==> src/rtl/bus_arbiter.sv <==
// bus_arbiter
// Round-robin arbiter and transfer sequencer for the shared 32-bit CPU bus.
// Requesters post a source select and a destination load mask. One owner at a
// time gets the bus for a SETTLE cycle and then a WRITE cycle. In WRITE the
// owner is acked and the destination load enables are pulsed.
//
// Ports:
//   clock        system clock, all state on rising edge
//   clear        synchronous active-high reset, overrides everything
//   req          per-requester request level
//   req_src      packed 5-bit source selects, requester i at [5i+4:5i]
//   req_dst      packed destination load masks, requester i at [DST_W*i +: DST_W]
//   req_lock     hold the grant for a back-to-back transfer
//   grant        one-hot current owner, zero when idle
//   ack          one-cycle pulse in the owner's WRITE cycle
//   bus_select   mux select code
//   bus_drive    source is driving the bus
//   dst_load     destination load enables (WRITE only, legal source only)
//   busy         high in SETTLE and WRITE
//   err_bad_src  one-cycle pulse when a transfer with an illegal source completes
module bus_arbiter #(
    parameter int N_REQ   = 4,
    parameter int DST_W   = 24,
    parameter int SRC_MAX = 23
) (
    input  logic                   clock,
    input  logic                   clear,
    input  logic [N_REQ-1:0]       req,
    input  logic [5*N_REQ-1:0]     req_src,
    input  logic [DST_W*N_REQ-1:0] req_dst,
    input  logic [N_REQ-1:0]       req_lock,
    output logic [N_REQ-1:0]       grant,
    output logic [N_REQ-1:0]       ack,
    output logic [4:0]             bus_select,
    output logic                   bus_drive,
    output logic [DST_W-1:0]       dst_load,
    output logic                   busy,
    output logic                   err_bad_src
);

    localparam int IDX_W = $clog2(N_REQ);
    localparam logic [4:0]       SRC_MAX_C = 5'(SRC_MAX);
    localparam logic [IDX_W-1:0] LAST_IDX  = IDX_W'(N_REQ - 1);

    typedef enum logic [1:0] {
        ST_IDLE   = 2'd0,
        ST_SETTLE = 2'd1,
        ST_WRITE  = 2'd2
    } state_t;

    state_t             state_q, state_d;
    logic [IDX_W-1:0]   ptr_q, ptr_d;
    logic [IDX_W-1:0]   own_q, own_d;
    logic [4:0]         src_q, src_d;
    logic [DST_W-1:0]   dst_q, dst_d;

    // Outputs are registered; their next values are decoded from next state.
    logic [N_REQ-1:0]   grant_q, grant_d;
    logic [N_REQ-1:0]   ack_q, ack_d;
    logic [4:0]         sel_q, sel_d;
    logic               drive_q, drive_d;
    logic [DST_W-1:0]   load_q, load_d;
    logic               busy_q, busy_d;
    logic               err_q, err_d;

    logic               found_s;
    logic [IDX_W-1:0]   cand_s;

    // Next-state logic: round-robin pick in IDLE, lock continuation in WRITE.
    always_comb begin
        state_d = state_q;
        ptr_d   = ptr_q;
        own_d   = own_q;
        src_d   = src_q;
        dst_d   = dst_q;
        found_s = 1'b0;
        cand_s  = '0;
        case (state_q)
            ST_IDLE: begin
                // Search ptr, ptr+1, ... modulo N_REQ; first set bit wins.
                for (int k = 0; k < N_REQ; k++) begin
                    cand_s = IDX_W'((int'(ptr_q) + k) % N_REQ);
                    if (!found_s && req[cand_s]) begin
                        found_s = 1'b1;
                        own_d   = cand_s;
                    end else begin
                        found_s = found_s;
                    end
                end
                if (found_s) begin
                    src_d   = req_src[5*int'(own_d) +: 5];
                    dst_d   = req_dst[DST_W*int'(own_d) +: DST_W];
                    state_d = ST_SETTLE;
                end else begin
                    state_d = ST_IDLE;
                end
            end
            ST_SETTLE: begin
                state_d = ST_WRITE;
            end
            ST_WRITE: begin
                if (req_lock[own_q] && req[own_q]) begin
                    // Back-to-back transfer for the same owner; ptr untouched.
                    src_d   = req_src[5*int'(own_q) +: 5];
                    dst_d   = req_dst[DST_W*int'(own_q) +: DST_W];
                    state_d = ST_SETTLE;
                end else begin
                    ptr_d   = (own_q == LAST_IDX) ? '0 : own_q + 1'b1;
                    state_d = ST_IDLE;
                end
            end
            default: begin
                state_d = ST_IDLE;
            end
        endcase
    end

    // Output decode for the coming cycle, from next state and next latches.
    always_comb begin
        grant_d = '0;
        ack_d   = '0;
        sel_d   = 5'd0;
        drive_d = 1'b0;
        load_d  = '0;
        busy_d  = 1'b0;
        err_d   = 1'b0;
        if (state_d != ST_IDLE) begin
            grant_d[own_d] = 1'b1;
            sel_d          = src_d;
            drive_d        = 1'b1;
            busy_d         = 1'b1;
        end else begin
            busy_d = 1'b0;
        end
        if (state_d == ST_WRITE) begin
            ack_d[own_d] = 1'b1;
            if (src_d <= SRC_MAX_C) begin
                load_d = dst_d;
            end else begin
                err_d = 1'b1;
            end
        end else begin
            err_d = 1'b0;
        end
    end

    // State, latches and registered outputs; clear wins over everything.
    always_ff @(posedge clock) begin
        if (clear) begin
            state_q <= ST_IDLE;
            ptr_q   <= '0;
            own_q   <= '0;
            src_q   <= 5'd0;
            dst_q   <= '0;
            grant_q <= '0;
            ack_q   <= '0;
            sel_q   <= 5'd0;
            drive_q <= 1'b0;
            load_q  <= '0;
            busy_q  <= 1'b0;
            err_q   <= 1'b0;
        end else begin
            state_q <= state_d;
            ptr_q   <= ptr_d;
            own_q   <= own_d;
            src_q   <= src_d;
            dst_q   <= dst_d;
            grant_q <= grant_d;
            ack_q   <= ack_d;
            sel_q   <= sel_d;
            drive_q <= drive_d;
            load_q  <= load_d;
            busy_q  <= busy_d;
            err_q   <= err_d;
        end
    end

    assign grant       = grant_q;
    assign ack         = ack_q;
    assign bus_select  = sel_q;
    assign bus_drive   = drive_q;
    assign dst_load    = load_q;
    assign busy        = busy_q;
    assign err_bad_src = err_q;

endmodule

==> config.mk <==
export PLATFORM = sky130hd
export DESIGN_NAME = bus_arbiter
export DESIGN_NICKNAME = d
export VERILOG_FILES = /design/src/rtl/bus_arbiter.sv
export SDC_FILE = /design/constraint.sdc
export NUM_CORES = 1
export LEC_CHECK = 0
export ABC_AREA = 0
export CORE_ASPECT_RATIO = 1.2
export CORE_MARGIN = 2
export CORE_UTILIZATION = 69
export CTS_CLUSTER_SIZE = 10
export DETAILED_ROUTE_END_ITERATION = 10
export DONT_BUFFER_PORTS = 1
export PLACE_DENSITY_LB_ADDON = 0.3
export SYNTH_ARGS = -nofsm -noshare
export SYNTH_HDL_FRONTEND = slang
export SYNTH_SLANG_ARGS = --single-unit
export TNS_END_PERCENT = 20
==> constraint.sdc <==
create_clock -name clock -period 4.25 [get_ports clock]
set_input_delay 0.425 -clock clock [delete_from_list [all_inputs] [get_ports clock]]
set_output_delay 0.425 -clock clock [all_outputs]
set_load 0.03 [all_outputs]
-- Word level (Yosys, flattened, before mapping)
Cells that the tools add are included.
- $add $sub $neg: 4
- $mul: 4
- magnitude comparators: 8
- equality and inequality tests: 4
- shifts and indexed selects: 4
- mux-type cells: 40
- bitwise operators: 4
- reductions and logical operators: 14
- operators by type and width (operator ; number):
    $shiftx 96x8->24 ; 2
    $mux 24 ; 2
    $pmux 24 s2 ; 1
    $shiftx 20x6->5 ; 2
    $mux 1 ; 19
    $lt 2x3->1 const B ; 6
    $mux 2 ; 7
    $bmux 1 s2 ; 6
    $mul 3x2->5 const A ; 2
    $mux 5 ; 2
    $pmux 5 s2 ; 1
    $mul 2x2->4 const A ; 2
    $eq 2x2->1 const B ; 3
    $pmux 2 s3 ; 1
    $le 5x5->1 const B ; 1
    $logic_and 1x1->1 ; 5
    $add 2x1->2 const B ; 2
    $add 2x2->2 const B ; 2
    $not 1->1 ; 4
    $reduce_or 2->1 ; 2
    $logic_not 1->1 ; 3
    $reduce_or 3->1 ; 1
    $demux 1 s2 ; 1
    $eq 2x1->1 const B ; 1
    4 further kinds ; 4
- register bits after elaboration: 74
- input port bits: 126
- output and inout port bits: 40
- word-level logic and storage cells: 93

-- Depth between registers and ports, before layout
Gate-level depths: netlist (run 1).
- word-level depth: 23
- gate-level depth with buffers: 10
- gate-level depth less buffers: 7

-- Worst setup path before layout (run 1)
Ideal clock, no wire load.
- path kind: input -> register
- start point: input req[2]
- end point: register dst_q[14]
- library setup time: 0.127 ns
- arrival: 2.560 ns
- data required time: 4.123 ns
- path slack: 1.563 ns
- stages: 9
- path buffers: 2
- path through: buf_2 nor2b_4 mux4_2 a221o_1 o221ai_4 buf_6 mux4_2 nand2_1 o21ai_1
- longest elaborated chain between the ends: 20
- elaborated cells on any way between the ends: 35
- classes of those cells: mul (1); shift (1); mux (26); reduce/logical (7)
- ends and longest elaborated chain (element ; line ; text):
    start: declaration ; 28 ; input logic [N_REQ-1:0] req,
    $bmux 1 s2 ; 83 ; if (!found_s && req[cand_s]) begin
    $mux 1 (not written as such) ; 83 ;
    $mux 1 ; 83 ;
    $mux 1 ; 78 ; case (state_q)
    $logic_not 1->1 ; 83 ;
    $logic_and 1x1->1 ; 83 ;
    $mux 1 ; 83 ;
    $mux 1 ; 78 ;
    (+4 left out) ; -- ;
    $logic_not 1->1 ; 83 ;
    $logic_and 1x1->1 ; 83 ;
    $mux 2 ; 83 ;
    $mux 2 ; 78 ;
    $mul 2x2->4 ; 92 ; dst_d = req_dst[DST_W*int'(own_d) +: DST_W];
    $shiftx 96x8->24 ; 92 ;
    $mux 24 ; 90 ; if (found_s) begin
    $pmux 24 s2 (*) ; 78 ;
    end signal: assignment ; 167 ; dst_q <= dst_d;
    end: declaration ; 55 ; logic [DST_W-1:0] dst_q, dst_d;
Every way passes the cells marked *; elsewhere a longest branch is shown, timed or not. The select of a mux whose other input is x is not followed.
A chain may end at the register's enable or synchronous reset.

-- Worst setup path after layout (run 1)
- start point: register ptr_q[0]
- end point: register err_q (netlist: err_bad_src)
- longest elaborated chain between the ends: 22
- elaborated cells on any way between the ends: 41
- classes of those cells: add/sub (3); mul (1); order compare (1); eq/ne (1); shift (1); mux (26); bitwise (1); reduce/logical (7)
- ends and longest elaborated chain (element ; line ; text):
    start: declaration ; 52 ; logic [IDX_W-1:0] ptr_q, ptr_d;
    start signal: assignment ; 164 ; ptr_q <= ptr_d;
    $bmux 1 s2 ; 83 ;
    $mux 1 (not written as such) ; 83 ;
    $mux 1 ; 83 ;
    $mux 1 ; 78 ;
    $logic_not 1->1 ; 83 ;
    $logic_and 1x1->1 ; 83 ;
    $mux 1 ; 83 ;
    $mux 1 ; 78 ;
    (+6 left out) ; -- ;
    $mux 2 ; 83 ;
    $mux 2 ; 78 ;
    $mul 3x2->5 ; 91 ; src_d = req_src[5*int'(own_d) +: 5];
    $shiftx 20x6->5 ; 91 ;
    $mux 5 ; 90 ;
    $pmux 5 s2 ; 78 ;
    $le 5x5->1 ; 137 ; if (src_d <= SRC_MAX_C) begin
    $mux 1 ; 137 ;
    end signal: assignment ; 174 ; err_q <= err_d;
    end: declaration ; 64 ; logic err_q, err_d;
Several ways; a longest one is shown, not always the timed one. The select of a mux whose other input is x is not followed.

==> results of run 1 <==
[layer usage]
metal  up-vias  share of wire [%]  global-route usage (%)
met4         0                2.5                   12.50
li1       1529                  -                       -
met1      1662                 36                   34.82
met3        26                8.3                   7.115
met2       197                 53                   55.39
met5         -                  0                       0
[area by class of cell]
type                    instances  area (um2)
clock buffers                  10       127.6
clock inverters                 6       65.06
fillers                       429        1703
inverters                       4       15.01
multi-input cells             287        2808
flip-flops and latches         74        1484
well taps                      85       106.4
repair buffers                  6       57.56
[registers in the layout, indices dropped and copies added (netlist names)]
signal,flops
dst_load,24
dst_q,24
grant,4
own_q,2
src_q,5
err_bad_src,1
busy,1
ack,4
ptr_q,2
state_q,2
bus_select,5
[worst paths after layout]
check	from	end	slack, ns	cells past startpoint
hold / removal	clear	own_q[1]	0.15	1
setup / recovery	ptr_q[0]	err_bad_src	1.10	6
hold reg to reg	dst_q[4]	dst_load[4]	0.46	1
setup reg to reg	ptr_q[0]	err_bad_src	1.10	6
[cells by family (layout without fill, tap and decap cells)]
kind of cell | count (synthesis) | after routing
fa+ha+maj | 1 | 1
buf+inv | 42 | 26
flops | 74 | 74
mux | 82 | 82
compound gates | 99 | 99
simple gates | 105 | 105
[worst max-delay path, stage by stage, from the launching register on]
cell,delay [ns]
dfxtp_1,0.60
mux4_2,0.56
a221o_1,0.34
o221ai_4,0.62
nand3_4,0.36
o221a_1,0.42
nor3_2,0.18
[cells in the final DEF, fill, tap and decap left out, drive strengths merged, types with 4 or more instances in the layout]
cell and n:
buf 6, dfxtp 74, nor3 6, o221a 18, mux4 40, a22oi 30
nor3b 4, and2 9, nand2 20, nor2 46, clkbuf 10, mux2i 40
o21ai 18, nor2b 5, a22o 15, inv 5
[synthesized netlist by cell type, types with 4 or more instances]
library cell	count	area (um2)
nor3_1	5	25.02
mux2i_1	40	400.4
nand2_1	20	75.07
a22oi_1	30	225.2
and2_1	9	56.30
nor2_1	46	172.7
o21ai_0	12	60.06
o21ai_1	6	30.03
o221a_2	7	78.83
a22o_1	15	131.4
mux4_2	37	833.3
clkbuf_1	16	60.06
o221a_4	10	200.2
buf_2	14	70.07
dfxtp_1	74	1481
inv_1	4	15.01
buf_6	4	45.04
[power breakdown]
group | switching, mW | internal [mW] | total [mW]
registers | 0.0963 | 0.763 | 0.859
clock network | 0.261 | 0.272 | 0.533
logic | 0.254 | 0.276 | 0.530
total | 0.611 | 1.31 | 1.92
==> qor.yml, run 1 <==
rows: 32
synth_fa_ha_area_share_pct: 0.2783
required_ns: 4.52
dieArea_um2: 7180
syn_avg_cell_area_um2: 11.16
relSlewSlack_pct: 23.21
min_period_ns: 3.147
synthCells: 403
n_antenna_cell: 0
worst_setup_path_start_kind: "flip-flop"
cts_resized: 0
synth_compound_area_share_pct: 19.90
worstMarginPinSlew_ns: 1.144
arrival_ns: 3.41
ys_seq_area_share_pct: 32.95
synth_mux_area_share_pct: 29.70
clkLatencyLatePin_ns: 0.34
io_pins: 166
grtUsageTotal_pct: 30.77
gp_congestion: 0.8233
path_max_fanout: 18
grt_overflow: 0
async_flop_share_pct: 0
synth-xor-area-share_pct: 0
dr.pass1.iters: 4
synth-seq-cells: 74
drt-total-wl_um: 10980
io_buffers: 0
synth_nets: 530
ctsHtreeMaxLevel: 3
synth_top_family_by_area: "multiplexers"
ir_worst_vdd_uv: 244.8
area_growth_pct: 3.729
path_class: "reg -> reg"
coreArea_um2: 6366
leakagePower_nw: 1.765
worst_slack_ns: 1.103
yosys_most_used_dff: "dfxtp_1"
drv_slew: 0
drv_cap: 0
drt_iter0_drc: 220
root_buffer: "clkbuf_8"
endpoint_kind: "flip-flop"
vias: 3414
grt_antenna_before_repair: 0
pre_cts_ws_ns: 1.011
utilization_pct: 73.25
via_per_inst: 7.233
ant_nets: 0
hold_ws_ns: 0.1519
yosys.area_share.simple_pct: 12.16
grt_pass1_vias: 3456
ctsHoldBuffers: 0
post_cts.repair.setup_buffers: 0
drt-wirelength-per-cell_um: 23.25
placed_cells: 456
power.total_mw: 1.922
holdCritPathClass: "in -> reg"
rsz0062_at_grt: "no"
min_period_over_period_pct: 74.05
finalSetupViolCount: 0
skew_ns: 0.01084
grt_pass1_wl_um: 17110
tritoncts: "built"
instances_no_fill: 472
drive_gt1_share_pct: 23.51
nNetsFinal: 509
clkTransAtPathRegs_ns: 0.07
place_area_um2: 4471
tns_ns: 0
powerDensity_nw_per_um2: 412.2
start_util_pct: 70.62
drcViolationCount: 0
status: "complete, no violations"
hold_viol_final: 0
grt_max_degree: 37
clockBufferDepth: 2
numClockSinks: 74
design_area_um2: 4663
die_w_um: 77.69
dpl.hpwl_um: 7858
cts_buffers: 9
syn_area_um2: 4496
max_freq_mhz: 317.7
chipHeight_um: 92.42
yosysWarnings: 0
ys_types: 52
synth-edff-count: 0
(Power assumes the default switching activity.)
==> run 2: changes to the inputs <==
CORE_UTILIZATION = 58   (was 69)
clock period = 2.56 ns   (was 4.25 ns; I/O delays follow)
==> qor.yml, run 2 (synthesis gave the netlist of run 1 again) <==
cpPeakStageDelay_ns: 0.51  # -0.11 ns
dr.pass1.iters: 4  # unchanged
tritoncts: "built"
final_cell_mix: "dfxtp_1, nor2_1, mux2i_1"
path_delay_family: "multiplexers"
rows: 35  # +9.4%
max_freq_mhz: 410.0  # +29%
start_util_pct: 59.00  # -12 points
ant_nets: 0  # unchanged
hold_end: "dst_q[3]"
reg2reg_depth: 7  # +1
io_pins: 166  # unchanged
drv_cap: 0  # unchanged
final_common_cell: "dfxtp_1"
arrival_ns: 2.64  # -0.77 ns
placed_cells: 476  # +4.4%
dpl.hpwl_um: 8118  # +3.3%
powerDensity_nw_per_um2: 664.6  # +61%
endpoint_kind: "flip-flop"
drt-total-wl_um: 11220  # +2.2%
path_buf_inv: 1  # +1
cts_resized: 0  # unchanged
grt_pass1_vias: 3496  # +1.2%
worstMarginPinSlew_ns: 1.160  # +0.01559 ns
cts_buffers: 9  # unchanged
n_antenna_cell: 0  # unchanged
io_buffers: 0  # unchanged
r2r-start: "ptr_q[0]"
coreArea_um2: 7620  # +20%
min_period_over_period_pct: 95.27  # +21 points
required_ns: 2.76  # -1.76 ns
status: "complete, no violations"
drcViolationCount: 0  # unchanged
grtUsageTotal_pct: 26.06  # -4.7 points
drt-wirelength-per-cell_um: 22.71  # -2.4%
leakagePower_nw: 1.851  # +4.9%
ir_worst_vdd_uv: 362.9  # +48%
holdCritPathClass: "in -> reg"
crit_chain: "mux4_2 > a221o_1 > o221ai_4 > buf_12 > mux4_2 > nand2_1 > o21ai_1"
gp_congestion: 0.9175  # +11%
chipHeight_um: 100.4  # +8.7%
nNetsFinal: 524  # +2.9%
grt.met3_usage_pct: 7.155  # +0.040 points
grt_antenna_before_repair: 0  # unchanged
drt_iter0_drc: 176  # -20%
vias: 3375  # -1.1%
grt_overflow: 0  # unchanged
relSlewSlack_pct: 22.43  # -0.78 points
busiest_layer: "met2"
instances_no_fill: 494  # +4.7%
use_met2_pct: 46.64  # -8.7 points
grt_pass1_wl_um: 17200  # +0.52%
ctsHtreeMaxLevel: 3  # unchanged
path_max_fanout: 12  # -6
clkLatencyLatePin_ns: 0.35  # about the same
tns_ns: 0  # unchanged
drv_slew: 0  # unchanged
rrSetupSlack_ns: 0.12  # -0.98 ns
worstHoldPathCells: 1  # unchanged
path_class: "reg -> reg"
min_period_ns: 2.439  # -0.7082 ns
worst_slack_ns: 0.1211  # -0.9818 ns
skew_ns: 0.01074  # -0.0001066 ns
dieArea_um2: 8474  # +18%
hold_viol_final: 0  # unchanged
clkTransAtPathRegs_ns: 0.09  # +0.02 ns
drive_gt1_share_pct: 26.12  # +2.6 points
die_w_um: 84.37  # +8.6%
timing.rr.end: "dst_q[18]"
worst_setup_path_start_kind: "flip-flop"
hold_start: "clear"
root_buffer: "clkbuf_8"
crit_path_frequent_cell: "mux4_2"
finalSetupViolCount: 0  # unchanged
via_per_inst: 6.832  # -5.5%
pre_cts_ws_ns: 0.06409  # -0.9473 ns
rsz0062_at_grt: "no"
numClockSinks: 74  # unchanged
met1_usage_pct: 29.08  # -5.7 points
clockBufferDepth: 2  # unchanged
grt_max_degree: 29  # -22%
area_growth_pct: 7.709
critPathSlowestCell: "mux4_2"
==> run 2: worst max-delay path by stage <==
| stage | depth (start not counted) | from | endpoint |
|---|---|---|---|
| CTS | 7 | ptr_q[0] | dst_q[18] |
| global route | 7 | ptr_q[0] | dst_q[14] |
| global placement | 8 | req[2] | dst_q[3] |
| floorplan | 9 | req[2] | dst_q[14] |
| detailed placement | 8 | req[2] | dst_q[3] |
| finish | 7 | ptr_q[0] | dst_q[18] |
==> run 2: repair_timing <==
item | CTS | global route
setup buffers | 0 | 0
hold buffers | 2 | 0
setup endpoints to repair | 0 | 0
endpoints found under the hold margin | 27 | 0
==> run 2: cell type report <==
class                   count  area, um2
multi-input cells         287       2808
clock inverters             7      58.81
flip-flops and latches     74       1484
clock buffers               9      123.9
inverters                   4      15.01
fillers                   631       2778
repair buffers             21      237.7
well taps                  92      115.1
==> run 2: routing by layer <==
layer | routed length (um) | up-vias
met1 | 4179 | 1628
met3 | 969 | 20
met2 | 5846 | 162
met4 | 221 | 0
li1 | - | 1565
met5 | 0 | -
==> run 2: power by group <==
part	switching [mW]	internal [mW]	total [mW]	leakage (nW)
clock	0.481	0.369	0.849	0.0877
sequential	0.160	1.27	1.43	0.607
combinational	0.436	0.506	0.943	1.16
==> run 2: stage by stage <==
step | hold slack (ns) | util [%] | area, um2 | power, mW
2_1_floorplan | 0.4302 | - | 4496 | 2.207
3_3_place_gp | 0.3306 | 60.89 | 4639 | 2.362
3_5_place_dp | 0.3319 | 60.89 | 4639 | 2.385
4_1_cts | 0.007549 | 63.55 | 4842 | 3.241
5_1_grt | 0.005364 | 63.55 | 4842 | 3.367
6_report | 0.01933 | 63.55 | 4842 | 3.218
==> RTL edit: new RTL, config.mk and constraints of run 2 <==
The parameter `DST_W` goes from 24 to 36.
--- a/src/rtl/bus_arbiter.sv
+++ b/src/rtl/bus_arbiter.sv
@@ -21,5 +21,5 @@
 module bus_arbiter #(
     parameter int N_REQ   = 4,
-    parameter int DST_W   = 24,
+    parameter int DST_W   = 36,
     parameter int SRC_MAX = 23
 ) (
Interface: changed (resized dst_load and req_dst); port bits go from 166 to 226. No check against the original RTL was run, so the function may have changed too.
==> RTL edit against run 2 <==
- critical path depth grew 4
- sequential cell count grew 24
- area after synthesis grew 35%
- non-clock buffer count grew 32
- cell area grew 40%
- the flow now finishes with violations (negative setup slack)
- power grew 39%
- first-iteration DRC count grew 120%
- fmax shrank 5.3%
- utilization grew 3.7 points
- wire length grew 62%
- largest power group unchanged
- die area grew 34%
- critical endpoint is now dst_load[8]
- worst setup slack lost 140 ps
==> RTL edit: results (changes against run 2) <==
| Metric | Value |
|---|---|
| Worst setup margin | -14.4 ps (was 121 ps) |
| # resized after CTS | 2 (was 0) |
| Status | complete, but fails checks (was completed) |
| WHS Endpoint | ptr_q[1] (was dst_q[3]) |
| Final setup vio count | 4 (was 0) |
| CP top delay family | compound AO/OA/AOI/OAI gates (was multiplexers) |
| Placed cell area | 6230 um^2 (was 4640 um^2) |
| CP peak stage delay | 380 ps (was 510 ps) |
| 1st-iter DRT viols | 384 (was 176) |
| Fraction of layout instances using a drive strength above 1 | 26.4% (was 26.1%) |
| Synth top area cells | dfxtp_1 32%, mux4_2 16%, o211ai_1 6.4% (was dfxtp_1 33%, mux4_2 19%, mux2i_1 8.9%) |
| Seq/Total Area, Yosys | 32.3% (was 33.0%) |
| Slowest stage cell, crit path | dfxtp_4 (was mux4_2) |
| Postcts setup bufs | 7 (was 0) |
| DR WL met2 | 9360 um (was 5850 um) |
| HPWL after DPL | 12,400 um (was 8120 um) |
| Failing checks | negative setup slack |
| R2R cell count | 11 (was 7) |
| First-pass GRT wire length | 27,300 um (was 17,200 um) |
| Met3 wire len | 1760 um (was 969 um) |
| P_comb | 0.00130 W (was 0.000943 W) |
| Clock Pin Slew Worst Setup and Hold Paths | 70 ps (was 90 ps) |
| Critical path fanouts, max | 8 (was 12) |
| Wire length per cell | 24.1 um (was 22.7 um) |
| Switching part of the total | 31.8% (was 33.5%) |
| Syn nets | 791 (was 530) |
[RTL edit: cell count changes after synthesis, moves of 18 or more]
| cell | delta |
|---|---|
| a21oi_1 | +58 |
| a222oi_1 | +19 |
| mux2_1 | +26 |
| dfxtp_1 | +24 |
| mux2i_1 | -25 |
| mux2_4 | +18 |
| a22oi_1 | -29 |
| nor2_1 | +29 |
| o211ai_1 | +50 |
[RTL edit: final cells by class]
cell class | count | area (um^2)
Inverter | 24 | 90.1
Tap cell | 126 | 158
Clock buffer | 13 | 260
Clock inverter | 3 | 23.8
Multi-Input combinational cell | 437 | 3790
Sequential cell | 98 | 1970
Fill cell | 773 | 3310
Timing Repair Buffer | 53 | 500
[RTL edit: cells by family (layout without fill, tap and decap cells)]
family	after synthesis	after routing	synth area share, %
compound gates	178	179	20.5
fa+ha+maj	1	1	0.206
buf+inv	82	93	6.48
flops	98	98	32.3
mux	114	114	29.7
simple gates	143	143	10.8
